--- src/rtl/hyst_pkg.sv ---
// Shared types and helpers for the systolic array edge blocks.
// Lane type and packed-lane slicing used by deskew logic and its users.
package hyst_pkg;

  localparam int DEF_REG_WIDTH = 16;
  localparam int DEF_VECTOR    = 4;

  typedef logic [DEF_REG_WIDTH-1:0] lane_t;

  function automatic lane_t lane_sel(
    input logic [DEF_VECTOR*DEF_REG_WIDTH-1:0] vec,
    input int                                  i
  );
    return vec[i*DEF_REG_WIDTH +: DEF_REG_WIDTH];
  endfunction

endpackage

--- src/rtl/hyst_sync_fifo.sv ---
// Synchronous FIFO with a registered head output.
// dout always mirrors the oldest entry; it is valid while empty is low.
module hyst_sync_fifo #(
  parameter int WIDTH = 65,
  parameter int DEPTH = 4
) (
  input  logic             clk,
  input  logic             rst_n,
  input  logic             push,
  input  logic             pop,
  input  logic [WIDTH-1:0] din,
  output logic [WIDTH-1:0] dout,
  output logic             full,
  output logic             empty
);

  localparam int AW = $clog2(DEPTH);

  logic [AW-1:0]    wr_q, wr_d;
  logic [AW-1:0]    rd_q, rd_d;
  logic [AW:0]      cnt_q, cnt_d;
  logic [WIDTH-1:0] dout_q, dout_d;
  logic [WIDTH-1:0] mem_q [DEPTH];
  logic             wr_en;
  logic             rd_en;
  logic [AW-1:0]    rd_nxt;

  assign empty  = (cnt_q == '0);
  assign full   = (cnt_q == (AW+1)'(DEPTH));
  assign rd_en  = pop && !empty;
  assign wr_en  = push && (!full || rd_en);
  assign rd_nxt = rd_q + AW'(1);
  assign dout   = dout_q;

  always_comb begin
    wr_d   = wr_q;
    rd_d   = rd_q;
    cnt_d  = cnt_q;
    dout_d = dout_q;
    if (wr_en) wr_d = wr_q + AW'(1);
    if (rd_en) rd_d = rd_nxt;
    if (wr_en && !rd_en) cnt_d = cnt_q + (AW+1)'(1);
    if (rd_en && !wr_en) cnt_d = cnt_q - (AW+1)'(1);
    // Head register refills from the next slot, or straight from din
    if (rd_en) begin
      if (cnt_q >= (AW+1)'(2)) dout_d = mem_q[rd_nxt];
      else if (wr_en)          dout_d = din;
    end else if (empty && wr_en) begin
      dout_d = din;
    end
  end

  always_ff @(posedge clk or negedge rst_n) begin
    if (!rst_n) begin
      wr_q   <= '0;
      rd_q   <= '0;
      cnt_q  <= '0;
      dout_q <= '0;
      for (int k = 0; k < DEPTH; k++) mem_q[k] <= '0;
    end else begin
      wr_q   <= wr_d;
      rd_q   <= rd_d;
      cnt_q  <= cnt_d;
      dout_q <= dout_d;
      if (wr_en) mem_q[wr_q] <= din;
    end
  end

endmodule

--- src/rtl/systolic_output_deskew.sv ---
// Realigns skewed array output rows into full vectors and buffers them.
// Lane i is delayed VECTOR-1-i cycles so every lane lands together.
module systolic_output_deskew
  import hyst_pkg::*;
#(
  parameter int REG_WIDTH  = DEF_REG_WIDTH,
  parameter int VECTOR     = DEF_VECTOR,
  parameter int FIFO_DEPTH = 4,
  parameter int ROWS       = 4
) (
  input  logic                        clk,
  input  logic                        rst_n,
  input  logic                        in_valid,
  input  logic [VECTOR*REG_WIDTH-1:0] in_data,
  output logic                        out_valid,
  input  logic                        out_ready,
  output logic [VECTOR*REG_WIDTH-1:0] out_data,
  output logic                        out_last,
  output logic                        overflow
);

  localparam int VW = VECTOR * REG_WIDTH;
  localparam int RW = (ROWS > 1) ? $clog2(ROWS) : 1;

  logic [VECTOR-2:0] vpipe_q, vpipe_d;
  logic [VW-1:0]     aligned;
  logic [RW-1:0]     row_q, row_d;
  logic              ovf_q, ovf_d;
  logic              push_req;
  logic              row_last;
  logic              pop;
  logic              full;
  logic              empty;
  logic [VW:0]       fifo_dout;

  for (genvar i = 0; i < VECTOR - 1; i++) begin : g_lane
    localparam int D = VECTOR - 1 - i;
    logic [REG_WIDTH-1:0] dly_q [D];
    logic [REG_WIDTH-1:0] dly_d [D];

    always_comb begin
      dly_d[0] = in_data[i*REG_WIDTH +: REG_WIDTH];
      for (int k = 1; k < D; k++) dly_d[k] = dly_q[k-1];
    end

    always_ff @(posedge clk or negedge rst_n) begin
      if (!rst_n) begin
        for (int k = 0; k < D; k++) dly_q[k] <= '0;
      end else begin
        dly_q <= dly_d;
      end
    end

    assign aligned[i*REG_WIDTH +: REG_WIDTH] = dly_q[D-1];
  end

  assign aligned[(VECTOR-1)*REG_WIDTH +: REG_WIDTH] =
    in_data[(VECTOR-1)*REG_WIDTH +: REG_WIDTH];

  assign push_req = vpipe_q[VECTOR-2];
  assign row_last = (row_q == RW'(ROWS - 1));
  assign pop      = out_ready && !empty;

  always_comb begin
    vpipe_d[0] = in_valid;
    for (int k = 1; k < VECTOR - 1; k++) vpipe_d[k] = vpipe_q[k-1];
  end

  // Dropped rows still advance the row count to keep tile framing
  always_comb begin
    row_d = row_q;
    ovf_d = ovf_q;
    if (push_req) row_d = row_last ? '0 : row_q + RW'(1);
    if (push_req && full && !pop) ovf_d = 1'b1;
  end

  always_ff @(posedge clk or negedge rst_n) begin
    if (!rst_n) begin
      vpipe_q <= '0;
      row_q   <= '0;
      ovf_q   <= 1'b0;
    end else begin
      vpipe_q <= vpipe_d;
      row_q   <= row_d;
      ovf_q   <= ovf_d;
    end
  end

  hyst_sync_fifo #(
    .WIDTH (VW + 1),
    .DEPTH (FIFO_DEPTH)
  ) u_fifo (
    .clk   (clk),
    .rst_n (rst_n),
    .push  (push_req),
    .pop   (pop),
    .din   ({row_last, aligned}),
    .dout  (fifo_dout),
    .full  (full),
    .empty (empty)
  );

  assign out_valid = !empty;
  assign out_data  = fifo_dout[VW-1:0];
  assign out_last  = fifo_dout[VW] && !empty;
  assign overflow  = ovf_q;

endmodule

--- config.mk ---
export PLATFORM = sky130hd
export DESIGN_NAME = systolic_output_deskew
export DESIGN_NICKNAME = d
export VERILOG_FILES = /design/src/rtl/hyst_pkg.sv /design/src/rtl/hyst_sync_fifo.sv /design/src/rtl/systolic_output_deskew.sv
export SDC_FILE = /design/constraint.sdc
export NUM_CORES = 1
export LEC_CHECK = 0
export ABC_AREA = 1
export BUFFER_PORTS_ARGS = -buffer_cell sky130_fd_sc_hd__buf_2
export CAP_MARGIN = 0
export CORE_MARGIN = 2
export CORE_UTILIZATION = 50
export CTS_CLUSTER_DIAMETER = 60
export CTS_CLUSTER_SIZE = 25
export DETAILED_ROUTE_END_ITERATION = 8
export PLACE_DENSITY = 0.68
export REMOVE_ABC_BUFFERS = 1
export SYNTH_ARGS = -nofsm -noshare
export SYNTH_HDL_FRONTEND = slang
export SYNTH_HIERARCHICAL = 1
export SYNTH_SLANG_ARGS = --single-unit
export TNS_END_PERCENT = 20
--- constraint.sdc ---
create_clock -name clk -period 3.7 [get_ports clk]
set_clock_uncertainty 0.05 [all_clocks]
set_input_delay 0.74 -clock clk [delete_from_list [all_inputs] [get_ports clk]]
set_output_delay 0.74 -clock clk [all_outputs]
set_load 0.01 [all_outputs]
### Word-level counts from Yosys, hierarchy flattened

Cells that the tools add are included.

| word-level totals | value |
|---|---|
| input bits | 68 |
| register bits after elaboration | 434 |

| cells by class | value |
|---|---|
| add/sub/neg operators | 5 |
| equality and inequality tests | 3 |
| mux-type cells | 13 |
| $lt $le $gt $ge | 4 |
| reduce and logical (&&, ||, !) cells | 20 |
| bitwise operators | 2 |

Operators with widths:

| cell | count |
|---|---|
| $mux 65 | 7 |
| $bwmux 260 | 1 |
| $bmux 65 s2 | 1 |
| $demux 65 s2 | 1 |
| $logic_and 1x1->1 | 10 |
| $add 2x1->2 const B | 3 |
| $ge 3x3->1 const B | 2 |
| $mux 3 | 2 |
| $not 2->3 | 2 |
| $logic_not 1->1 | 5 |
| $reduce_bool 2->1 | 2 |
| $add 3x1->3 const B | 1 |
| $eq 3x3->1 const B | 1 |
| $ge 3x2->1 const B | 1 |
| $logic_not 3->1 | 1 |
| $lt 3x1->1 const B | 1 |
| $ne 3x2->1 const B | 1 |
| $sub 3x1->3 const B | 1 |
| $eq 2x2->1 const B | 1 |
| $mux 2 | 1 |
| $reduce_and 2->1 | 1 |
| $logic_or 1x1->1 | 1 |

### Depth between registers and ports, before layout

| depth | value |
|---|---|
| word-level depth | 9 |
| mapped depth | 15 |

### By module

Netlist, hierarchy kept.

By module, submodules not included:

| module | instances | seq. area each (µm²) | area an instance (µm²) | cells each |
|---|---|---|---|---|
| hyst_sync_fifo | 1 | 8308.0 | 14752.9 | 1809 |
| systolic_output_deskew | 1 | 2552.4 | 2640.0 | 121 |

### Worst setup path after synthesis

No wires, ideal clock.

| timing | value |
|---|---|
| path kind | input to register |
| start point | input out_ready |
| end point | register u_fifo.cnt_q[2] |
| cell stages on the path | 9 |
| setup slack | 1791 ps |
| setup time | 63 ps |
| data arrival time | 1797 ps |
| cell sequence | nand2_4 > inv_1 > nand3_1 > fa_1 > inv_1 > nand4_1 > nand3_1 > nand2_1 > inv_1 |

| on the way | value |
|---|---|
| word-level cells in the longest chain between the ends | 7 |
| elaborated cells on any way between the ends | 10 |
| those cells by class | 1 x mux; 9 x reduce/logical |

RTL lines:

| element | RTL line | RTL |
|---|---|---|
| from (decl) | systolic_output_deskew.sv:16 | `input logic out_ready,` |
| $logic_and 1x1->1 * | systolic_output_deskew.sv:62 | `assign pop = out_ready && !empty;` |
| via pop | systolic_output_deskew.sv:31 | `logic pop;` |
| $logic_and 1x1->1 * | hyst_sync_fifo.sv:30 | `assign rd_en = pop && !empty;` |
| $logic_or 1x1->1 | hyst_sync_fifo.sv:31 | `assign wr_en = push && (!full \|\| rd_en);` |
| $logic_and 1x1->1 | hyst_sync_fifo.sv:31 |  |
| $logic_not 1->1 | hyst_sync_fifo.sv:43 | `if (rd_en && !wr_en) cnt_d = cnt_q - (AW+1)'(1);` |
| $logic_and 1x1->1 | hyst_sync_fifo.sv:43 |  |
| $mux 3 / $reduce_bool 2->1 (equally long branches) | -- |  |
| to (signal assigned) | hyst_sync_fifo.sv:63 | `cnt_q <= cnt_d;` |
| to (decl) | hyst_sync_fifo.sv:21 | `logic [AW:0] cnt_q, cnt_d;` |

The timed path passes the listed nets; every way through them passes the cells marked *.
A chain may end at the register's enable or synchronous reset.

### Final worst setup path

| timing | value |
|---|---|
| start point | register u_fifo.cnt_q[2] |
| end point | register u_fifo.dout_q[63] (netlist: u_fifo/dout[63]) |

| on the way | value |
|---|---|
| word-level cells in the longest chain between the ends | 9 |
| elaborated cells on any way between the ends | 15 |
| those cells by class | 1 x order compare; 2 x eq/ne; 2 x mux; 10 x reduce/logical |

RTL lines:

| element | RTL line | RTL |
|---|---|---|
| $logic_not 3->1 * | hyst_sync_fifo.sv:28 | `assign empty = (cnt_q == '0);` |
| via empty | systolic_output_deskew.sv:33 | `logic empty;` |
| $logic_not 1->1 * | systolic_output_deskew.sv:62 |  |
| $logic_and 1x1->1 * | systolic_output_deskew.sv:62 |  |
| via pop | systolic_output_deskew.sv:31 |  |
| $logic_and 1x1->1 * | hyst_sync_fifo.sv:30 |  |
| $logic_or 1x1->1 | hyst_sync_fifo.sv:31 |  |
| $logic_and 1x1->1 | hyst_sync_fifo.sv:31 |  |
| $logic_and 1x1->1 | hyst_sync_fifo.sv:48 | `end else if (empty && wr_en) begin` |
| $reduce_bool 2->1 (no line) | -- |  |
| $reduce_and 2->1 (no line) | -- |  |
| to (signal assigned) | hyst_sync_fifo.sv:64 | `dout_q <= dout_d;` |
| to (decl) | hyst_sync_fifo.sv:22 | `logic [WIDTH-1:0] dout_q, dout_d;` |

Marks and branches as above.

==> results.cfg <==
[status]
status = finished, final reports clean

[clock_tree]
htree_levels = 1
clockRootBuffer = clkbuf_16
cts_hold_buffers = 0
clk_pin_slew_worst_paths_ns = 0.08
cts_buffers = 31
cts_buffer_depth = 3
cts_tree = done
clkLatencyLatePin_ns = 0.58
cts.sinks = 434
cts_resized = 0
postCtsSetupRepairBufs = 0

[sta]
slew_headroom = 0.2956
whs_ns = 0.08446
rsz0062_at_grt = no
fin_crit_ns = 3.047
worst_pin_slew_ns = 1.057
clock.fmax_ghz = 0.3282
drv_slew = 0
period_share = 0.8236
fin_tns_setup_ns = 0
setup_viol = 0
finalHoldViolCount = 0

[synthesis]
synth_top_family_by_area = simple AND/OR/NAND/NOR gates
post_synth_num_cell_types = 25
synth_edf_count = 0
synth_compound_area_frac = 0.08424
yosysWarnings = 6
synthMuxAreaShare = 0
ys.flop_type = dfrtp_1
synth-xor-area-share = 0.001511
synth_area_um2 = 17390
yosys.area_share.adder = 0.004748
syn_area_per_cell_um2 = 9.012
yosys.area_share.simple = 0.2283
synth_seq_cells = 434
synth-async-reset-ratio = 1.000
yosysSeqAreaShare = 0.6244
synth_cells = 1930

[route]
vias = 13000
postRouteAntennaNets = 0
post_drt_wl_per_cell_um = 16.07
drcViolationCount = 0
first_iter_violations = 992
drt-total-wl_mm = 40.14
first_pass_iters = 6
viasPerCell = 5.202

[layout]
antenna_cells = 0
multi_input_area_um2 = 5587
areaGrowthSynthToFinish_pct = 12.29
regArea_um2 = 10860
final_common_cell = nand2_1
drive_gt1_frac = 0.1224
n_fill_cell = 3096
mostFrequentLayoutCells = nand2_1, dfrtp_1, nand3_1, o21ai_1, o21ai_0
fin_nets = 2092

[critical_path]
cp_slowest_cell = buf_4
start_kind = flip-flop
rr_endpoint = u_fifo/dout[63]
max_stage_delay_ns = 0.67
crit_chain = nor2_1, nand2_1, inv_1, inv_2, nand2_4, inv_1, inv_1, nand2_1, nand2_2, inv_4, nor2_4, buf_4, nand2_1, nand3_1
crit_buf_inv = 6
critical_path.top_delay_family = simple AND/OR/NAND/NOR gates
required_ns = 4.16
path_class = flip-flop to flip-flop
reg2reg_slack_ns = 0.65
r2r_start = u_fifo/cnt_q[2]
path_max_fanout = 52
cp.arrival_ns = 3.51
reg2regPathDepth = 14
worstSetupEndpointType = flip-flop

[grt]
grt_pass1_vias = 12700
grt_max_degree = 109
overflow = 0
grt_pass1_wl_mm = 66.34
grt_use_total = 0.2271
antenna_found_initial = 0

[floorplan]
initial_core_util = 0.5060
ios = 135
die-area_um2 = 36290
die_h_um = 190.5
die_x_um = 190.5
core_um2 = 34370
rows = 68

[pwr]
peakVddDrop_mv = 0.5543
p_per_area_nw_per_um2 = 881.2
p_leak_nw = 9.946

[min_path]
hold_class = input port to asynchronous set/reset pin

[job]
maxCapViolCount = 0

[place]
port_buffers = 134
hpwl_mm = 22.85
routabilityCongestion = 0.7299
how the worst max path moves through the flow:
stage	cells past startpoint	slack, ns	from	endpoint
6_report	14	0.65	u_fifo/cnt_q[2]	u_fifo/dout[63]
4_1_cts	14	0.71	u_fifo/cnt_q[2]	u_fifo/dout[63]
3_3_place_gp	11	0.83	out_ready	u_fifo/dout[50]
3_5_place_dp	14	0.75	u_fifo/cnt_q[2]	u_fifo/dout[59]
2_1_floorplan	6	-1.76	u_fifo/rd_q[0]	u_fifo/dout[0]
5_1_grt	14	0.41	u_fifo/cnt_q[2]	u_fifo/dout[36]
layout make-up:
cell class | count | share of cell area
sequential | 434 | 0.5563
multi-input combinational | 1291 | 0.2861
timing repair buffer | 172 | 0.05266
clock buffer | 32 | 0.03991
tap | 455 | 0.02915
clock inverter | 26 | 0.01884
inverter | 88 | 0.01711
report_power, final:
| part | internal, mW | total (mW) | leakage (nW) | switching [mW] |
|---|---|---|---|---|
| Clock | 1.98 | 3.79 | 0.555 | 1.81 |
| Combinational | 2.01 | 5.90 | 4.04 | 3.89 |
| Sequential | 6.48 | 7.52 | 5.35 | 1.03 |
| Total | 10.5 | 17.2 | 9.95 | 6.74 |
per-layer routing:
layer  GRT usage  wire [um]  vias up
met4     0.06023        724        0
met2      0.3698      18960      365
met5           0          0        -
met3     0.02668       2337       57
met1      0.3257      18120     6271
li1            -          -     6302
synth_stat cells, drive strengths merged, types with 3 or more instances:
| library cell | count | share of area |
|---|---|---|
| nor2 | 6 | 0.0017 |
| clkbuf | 40 | 0.0086 |
| nand3 | 173 | 0.050 |
| buf | 77 | 0.029 |
| a21oi | 15 | 0.0043 |
| ha | 5 | 0.0036 |
| o21ai | 277 | 0.080 |
| xor2 | 3 | 0.0015 |
| inv | 87 | 0.019 |
| dfrtp | 434 | 0.62 |
| nand2 | 810 | 0.18 |
metrics by stage:
stage | instances | cell area (um2) | setup WS, ns | total power [mW] | util
2_1_floorplan | 1813 | 16740 | -1.756 | 11.24 | -
3_3_place_gp | 2440 | 18380 | 0.8336 | 13.29 | 0.5348
3_5_place_dp | 2440 | 18380 | 0.7472 | 13.50 | 0.5348
4_1_cts | 2498 | 19530 | 0.7076 | 17.35 | 0.5682
5_1_grt | 2498 | 19530 | 0.4104 | 18.60 | 0.5682
6_report | 2498 | 19530 | 0.6528 | 17.21 | 0.5682
state kept, by name (all words and copies together), names as in the netlist:
signal,cells
vpipe_q,3
g_lane.dly_q,16
u_fifo/mem_q,260
row_q,2
u_fifo/cnt_q,3
overflow,1
u_fifo/dout,65
u_fifo/rd_q,2
g_lane.dly_d,48
u_fifo/wr_q,2
aligned,32
kinds of logic after synthesis:
group / Yosys count
compound gates: 292
xor+xnor: 3
fa+ha+maj: 6
buf+inv: 205
flops: 434
simple gates: 990
Note: power is estimated with default switching activity, not from simulation.
